<file path="src/rtl/kf8259_acknowledge_control.sv">
// kf8259_acknowledge_control
// Sequences the 8086-mode two-pulse INTA# acknowledge, drives the vector byte,
// issues the in-service set strobe, and turns OCW2 writes (plus AEOI) into
// end-of-interrupt clear pulses and priority rotation updates.
//
// Ports:
//   clock, reset                 rising-edge clock, async active-high reset
//   interrupt_acknowledge_n      INTA#, already synchronous to clock
//   highest_request              one-hot winning request (0 = none)
//   highest_level_in_service     one-hot highest in-service level
//   write_ocw2, internal_data_bus  OCW2 strobe and byte {R,SL,EOI,x,x,L[2:0]}
//   interrupt_vector_base        ICW2 T7..T3
//   auto_eoi                     ICW4 AEOI
//   interrupt                    one-hot level being acknowledged
//   start_in_service             one-cycle in-service set strobe
//   end_of_interrupt             one-hot in-service clear pulse
//   priority_rotate              current lowest-priority level
//   out_data_bus, out_data_bus_enable  vector byte and its drive enable
module kf8259_acknowledge_control (
  input  logic       clock,
  input  logic       reset,
  input  logic       interrupt_acknowledge_n,
  input  logic [7:0] highest_request,
  input  logic [7:0] highest_level_in_service,
  input  logic       write_ocw2,
  input  logic [7:0] internal_data_bus,
  input  logic [4:0] interrupt_vector_base,
  input  logic       auto_eoi,
  output logic [7:0] interrupt,
  output logic       start_in_service,
  output logic [7:0] end_of_interrupt,
  output logic [2:0] priority_rotate,
  output logic [7:0] out_data_bus,
  output logic       out_data_bus_enable
);

  typedef enum logic [1:0] {IDLE, ACK1, WAIT2, ACK2} state_t;

  state_t     state, state_d;
  logic       inta_q;
  logic       spurious, spurious_d;
  logic       auto_rotate_mode, auto_rotate_mode_d;
  logic [7:0] interrupt_d;
  logic       start_in_service_d;
  logic [7:0] end_of_interrupt_d;
  logic [2:0] priority_rotate_d;
  logic [7:0] out_data_bus_d;
  logic       out_data_bus_enable_d;

  logic       fall, rise;
  logic [2:0] ack_level;
  logic       ocw_r, ocw_sl, ocw_eoi;
  logic [2:0] ocw_level;
  logic [7:0] ocw_specific_mask;

  function automatic logic [2:0] encode(input logic [7:0] onehot);
    encode = '0;
    for (int unsigned i = 0; i < 8; i++)
      if (onehot[i]) encode = i[2:0];
  endfunction

  assign fall = inta_q & ~interrupt_acknowledge_n;
  assign rise = ~inta_q & interrupt_acknowledge_n;

  // A spurious acknowledge latches no request but still reports level 7.
  assign ack_level = spurious ? 3'd7 : encode(interrupt);

  assign ocw_r             = internal_data_bus[7];
  assign ocw_sl            = internal_data_bus[6];
  assign ocw_eoi           = internal_data_bus[5];
  assign ocw_level         = internal_data_bus[2:0];
  assign ocw_specific_mask = 8'b0000_0001 << ocw_level;

  always_comb begin
    state_d               = state;
    interrupt_d           = interrupt;
    spurious_d            = spurious;
    start_in_service_d    = 1'b0;
    end_of_interrupt_d    = '0;
    priority_rotate_d     = priority_rotate;
    out_data_bus_d        = out_data_bus;
    out_data_bus_enable_d = out_data_bus_enable;
    auto_rotate_mode_d    = auto_rotate_mode;

    unique case (state)
      IDLE: if (fall) begin
        state_d            = ACK1;
        interrupt_d        = highest_request;
        spurious_d         = ~|highest_request;
        start_in_service_d = |highest_request;
      end
      ACK1: if (rise) state_d = WAIT2;
      WAIT2: if (fall) begin
        state_d               = ACK2;
        out_data_bus_d        = {interrupt_vector_base, ack_level};
        out_data_bus_enable_d = 1'b1;
      end
      ACK2: if (rise) begin
        state_d               = IDLE;
        interrupt_d           = '0;
        out_data_bus_d        = '0;
        out_data_bus_enable_d = 1'b0;
        if (auto_eoi && !spurious) begin
          end_of_interrupt_d = interrupt;
          if (auto_rotate_mode) priority_rotate_d = ack_level;
        end
      end
      default: state_d = IDLE;
    endcase

    // OCW2 is evaluated after AEOI so its rotate value takes precedence;
    // clear masks from both sources are merged.
    if (write_ocw2) begin
      unique case ({ocw_r, ocw_sl, ocw_eoi})
        3'b001: end_of_interrupt_d = end_of_interrupt_d | highest_level_in_service;
        3'b011: end_of_interrupt_d = end_of_interrupt_d | ocw_specific_mask;
        3'b101: begin
          end_of_interrupt_d = end_of_interrupt_d | highest_level_in_service;
          if (|highest_level_in_service)
            priority_rotate_d = encode(highest_level_in_service);
        end
        3'b111: begin
          end_of_interrupt_d = end_of_interrupt_d | ocw_specific_mask;
          priority_rotate_d  = ocw_level;
        end
        3'b110: priority_rotate_d  = ocw_level;
        3'b100: auto_rotate_mode_d = 1'b1;
        3'b000: auto_rotate_mode_d = 1'b0;
        default: ;
      endcase
    end
  end

  always_ff @(posedge clock or posedge reset) begin
    if (reset) begin
      state               <= IDLE;
      inta_q              <= 1'b1;
      spurious            <= 1'b0;
      auto_rotate_mode    <= 1'b0;
      interrupt           <= '0;
      start_in_service    <= 1'b0;
      end_of_interrupt    <= '0;
      priority_rotate     <= 3'b111;
      out_data_bus        <= '0;
      out_data_bus_enable <= 1'b0;
    end else begin
      state               <= state_d;
      inta_q              <= interrupt_acknowledge_n;
      spurious            <= spurious_d;
      auto_rotate_mode    <= auto_rotate_mode_d;
      interrupt           <= interrupt_d;
      start_in_service    <= start_in_service_d;
      end_of_interrupt    <= end_of_interrupt_d;
      priority_rotate     <= priority_rotate_d;
      out_data_bus        <= out_data_bus_d;
      out_data_bus_enable <= out_data_bus_enable_d;
    end
  end

endmodule

</file>
<file path="config.mk">
export PLATFORM = sky130hd
export DESIGN_NAME = kf8259_acknowledge_control
export DESIGN_NICKNAME = d
export VERILOG_FILES = /design/src/rtl/kf8259_acknowledge_control.sv
export SDC_FILE = /design/constraint.sdc
export NUM_CORES = 1
export LEC_CHECK = 0
export BUFFER_PORTS_ARGS = -buffer_cell sky130_fd_sc_hd__buf_2
export CAP_MARGIN = 10
export CELL_PAD_IN_SITES_DETAIL_PLACEMENT = 1
export CELL_PAD_IN_SITES_GLOBAL_PLACEMENT = 1
export CORE_MARGIN = 4
export CORE_UTILIZATION = 36
export CTS_CLUSTER_DIAMETER = 120
export DETAILED_ROUTE_END_ITERATION = 7
export GPL_ROUTABILITY_DRIVEN = 1
export PLACE_DENSITY_LB_ADDON = 0.1
export SYNTH_ARGS = -nofsm -noshare
export SYNTH_HDL_FRONTEND = slang
export SYNTH_SLANG_ARGS = --single-unit
</file>
<file path="constraint.sdc">
create_clock -name clock -period 2.5 [get_ports clock]
set_clock_uncertainty 0.15 [all_clocks]
set_input_delay 0.375 -clock clock [delete_from_list [all_inputs] [get_ports clock]]
set_output_delay 0.375 -clock clock [all_outputs]
set_load 0.01 [all_outputs]
</file>
==> reports/metrics.yaml <==
cts-root-buf: "clkbuf_8"
syn_to_final_growth_pct: 26.60
ys_async_sr_fraction_pct: 100.0
setup_violations: 0
cts_sinks: 34
grt_first_pass_wirelength_um: 8217
die_area_sq_mm: 0.006127
rows: 25
placed_cells: 317
initial_core_util_pct: 37.39
via_count: 1670
grt_max_degree: 35
p_per_area_mw_per_mm2: 939.9
io_buffers: 60
finalWirelength_um: 4968
crit_type: "register to register"
overflow: 0
cpPeakStageDelay_ps: 420
die-width_um: 78.28
hold_buffers: 0
drtIter0Drc: 48
syn_nets: 231
grt_pass1_vias: 1610
cts_tree: "built"
drive_gt1_share_pct: 31.40
remaining_drc_errors: 0
place.gp.congestion: 0.7993
vdd_drop_max_mv: 0.3776
regArea_sq_um: 855.8
fmax_mhz: 494.6
synth_seq_cells: 34
final_cell_count_no_fill: 325
grt_use_total_pct: 17.11
outcome: "completed"
viasPerCell: 5.138
post-route-period-util_pct: 80.88
critPathCaptureType: "register"
cp_cell_sequence: "ha_1 > nand3b_1 > nor3b_2 > nand2_1 > mux2i_1 > o22ai_1"
rsz0062_at_grt: "no"
hold_viol_final: 0
post_cts_buffers: 0
synth-edff-count: 0
htreeDepth: 2
fin_crit_ps: 2022
synth_cells: 193
cts-resized-gates: 0
antenna_found_initial: 0
cpMaxStageDelayCell: "dfrtp_1"
nets: 295
wl_per_cell_um: 15.29
hp-class: "primary input to asynchronous set/reset pin"
fillers: 612
final_max_slew_viol_count: 0
die_height_um: 78.28
setup_tns_ps: 0
dp_hpwl_um: 3899
multi_input_area_sq_um: 867.1
numCtsBuffers: 5
leakage_nw: 1.123
postSynthAreaPerCell_sq_um: 9.212
maxCapViolCount: 0
postRouteAntennaNets: 0
clk_latency_ps: 280
clockBufferDepth: 2
slew-limit-headroom_pct: 57.88
coreArea_sq_mm: 0.004755
seq_area_frac_synth_pct: 48.14
yosys_warnings: 0
n_antenna_cell: 0
worst_slew_pin_slew_ps: 629.5
worstPathRequired_ps: 2550
worstPathArrival_ps: 2070
crit_fanout: 14
crit_path_start_kind: "register"
firstDrtPassIters: 4
ios: 63
syn_area_sq_mm: 0.001778
ys.flop_type: "dfrtp_1"
path_clk_slew_ps: 70
yosysUniqueCellTypes: 36
==> cell usage in the layout (no fill, tap or decap), types with 2 or more instances in the layout <==
master    synthesis  routed
buf_2             2      60
nand2_1          30      30
dfrtp_1          30      30
o21ai_0          22      22
nor2_1           13      13
a21oi_1          12      12
nand2b_1         10      10
inv_1             8       8
a22o_1            8       8
nor3_1            7       7
clkbuf_8          0       6
a22oi_1           5       5
nor4_1            4       4
o22ai_1           4       4
ha_1              4       4
dfstp_2           4       4
mux2i_1           3       3
o31ai_1           3       3
buf_4             0       3
nand3b_1          2       2
or2_2             2       2
a31oi_1           2       2
==> through the flow <==
step / power (W) / area, sq um / hold WS, ps / setup slack [ps] / util [%]
4_1_cts: 0.002146 / 2251 / 52.66 / 463.8 / 47.34
3_3_place_gp: 0.001687 / 2160 / 305.4 / 476.3 / 45.42
6_report: 0.002116 / 2251 / 43.24 / 478.1 / 47.34
3_5_place_dp: 0.001719 / 2160 / 317.0 / 469.6 / 45.42
5_1_grt: 0.002293 / 2251 / 89.35 / 294.2 / 47.34
2_1_floorplan: 0.001377 / 1778 / 229.5 / 682.2 / -
==> metal layers <==
layer / vias to the layer above / share of wire [%] / wire, um / GRT usage (%)
met5: - / 0 / 0 / 0
met2: 49 / 45 / 2226 / 26.46
li1: 818 / - / - / -
met3: 7 / 5.7 / 281 / 4.128
met4: 0 / 1.3 / 65 / 5.245
met1: 796 / 48 / 2394 / 23.69
==> cell usage after synthesis, types with 2 or more instances <==
| cell | n | share of area, % |
|---|---|---|
| dfrtp_1 | 30 | 42 |
| inv_1 | 8 | 1.7 |
| a22oi_1 | 5 | 2.1 |
| nand2_1 | 30 | 6.3 |
| buf_2 | 2 | 0.56 |
| dfstp_2 | 4 | 5.9 |
| nor2_1 | 13 | 2.7 |
| or2_2 | 2 | 0.70 |
| clkbuf_1 | 3 | 0.63 |
| a22o_1 | 8 | 3.9 |
| a31oi_1 | 2 | 0.70 |
| nand2b_1 | 10 | 3.5 |
| mux2i_1 | 3 | 1.7 |
| o21ai_0 | 22 | 6.2 |
| nor4_1 | 4 | 1.4 |
| o31ai_1 | 3 | 1.3 |
| nand3b_1 | 2 | 0.84 |
| nor3_1 | 7 | 2.0 |
| ha_1 | 4 | 2.8 |
| a21oi_1 | 12 | 3.4 |
| o22ai_1 | 4 | 1.4 |
==> state kept, by name, summed over array words and instances, names as in the netlist <==
signal               count
start_in_service         1
interrupt                8
out_data_bus             8
priority_rotate          3
auto_rotate_mode         1
spurious                 1
out_data_bus_enable      1
inta_q                   1
end_of_interrupt         8
state                    2
==> report_power, final <==
part / switching, W / internal (W) / total (W)
Clock: 0.000196 / 0.000222 / 0.000418
Combinational: 0.000473 / 0.000368 / 0.000841
Sequential: 0.000137 / 0.000720 / 0.000857
==> cell type report <==
cell class	instances	area share, %
Tap cell	67	3.724
Clock buffer	7	3.835
Inverter	8	1.334
Clock inverter	1	0.2223
Multi-Input combinational cell	145	38.52
Sequential cell	34	38.02
Timing Repair Buffer	63	14.34
==> worst max-delay path, delay by kind of cell (launching register included) <==
family	cells	cell delay (ps)
DFF	1	420
and+or+nand+nor	3	620
muxes	1	150
adders and majority gates	1	420
AOI/OAI and AO/OA	1	170
==> path summary, 6_finish.rpt <==
| check | slack, ps | cells after the start | startpoint | to |
|---|---|---|---|---|
| worst max-delay path | 480 | 6 | state[0]$_DFFE_PP0P_ | priority_rotate[0]$_DFF_PP1_ |
| worst min-delay path | 40 | 3 | reset | out_data_bus[3]$_DFFE_PP0P_ |
| worst max register to register | 480 | 6 | state[0]$_DFFE_PP0P_ | priority_rotate[0]$_DFF_PP1_ |
| worst min register to register | 330 | 1 | out_data_bus_enable$_DFFE_PP0P_ | out_data_bus_enable$_DFFE_PP0P_ |
| max in group asynchronous | 1830 | 3 | reset | inta_q$_DFF_PP1_ |
| min in group clock | 100 | 1 | interrupt_acknowledge_n | inta_q$_DFF_PP1_ |
==> kinds of logic (layout without fill, tap and decap cells) <==
group / Yosys count / in the layout / share of synthesized area [%]
AO/OA/AOI/OAI: 62 / 62 / 21.89
flip-flops: 34 / 34 / 48.14
AND/OR/NAND/NOR: 75 / 75 / 21.74
multiplexers: 4 / 4 / 2.322
adder cells (fa/ha/maj): 4 / 4 / 2.815
buffers and inverters: 14 / 79 / 3.096
(Power assumes the default switching activity.)
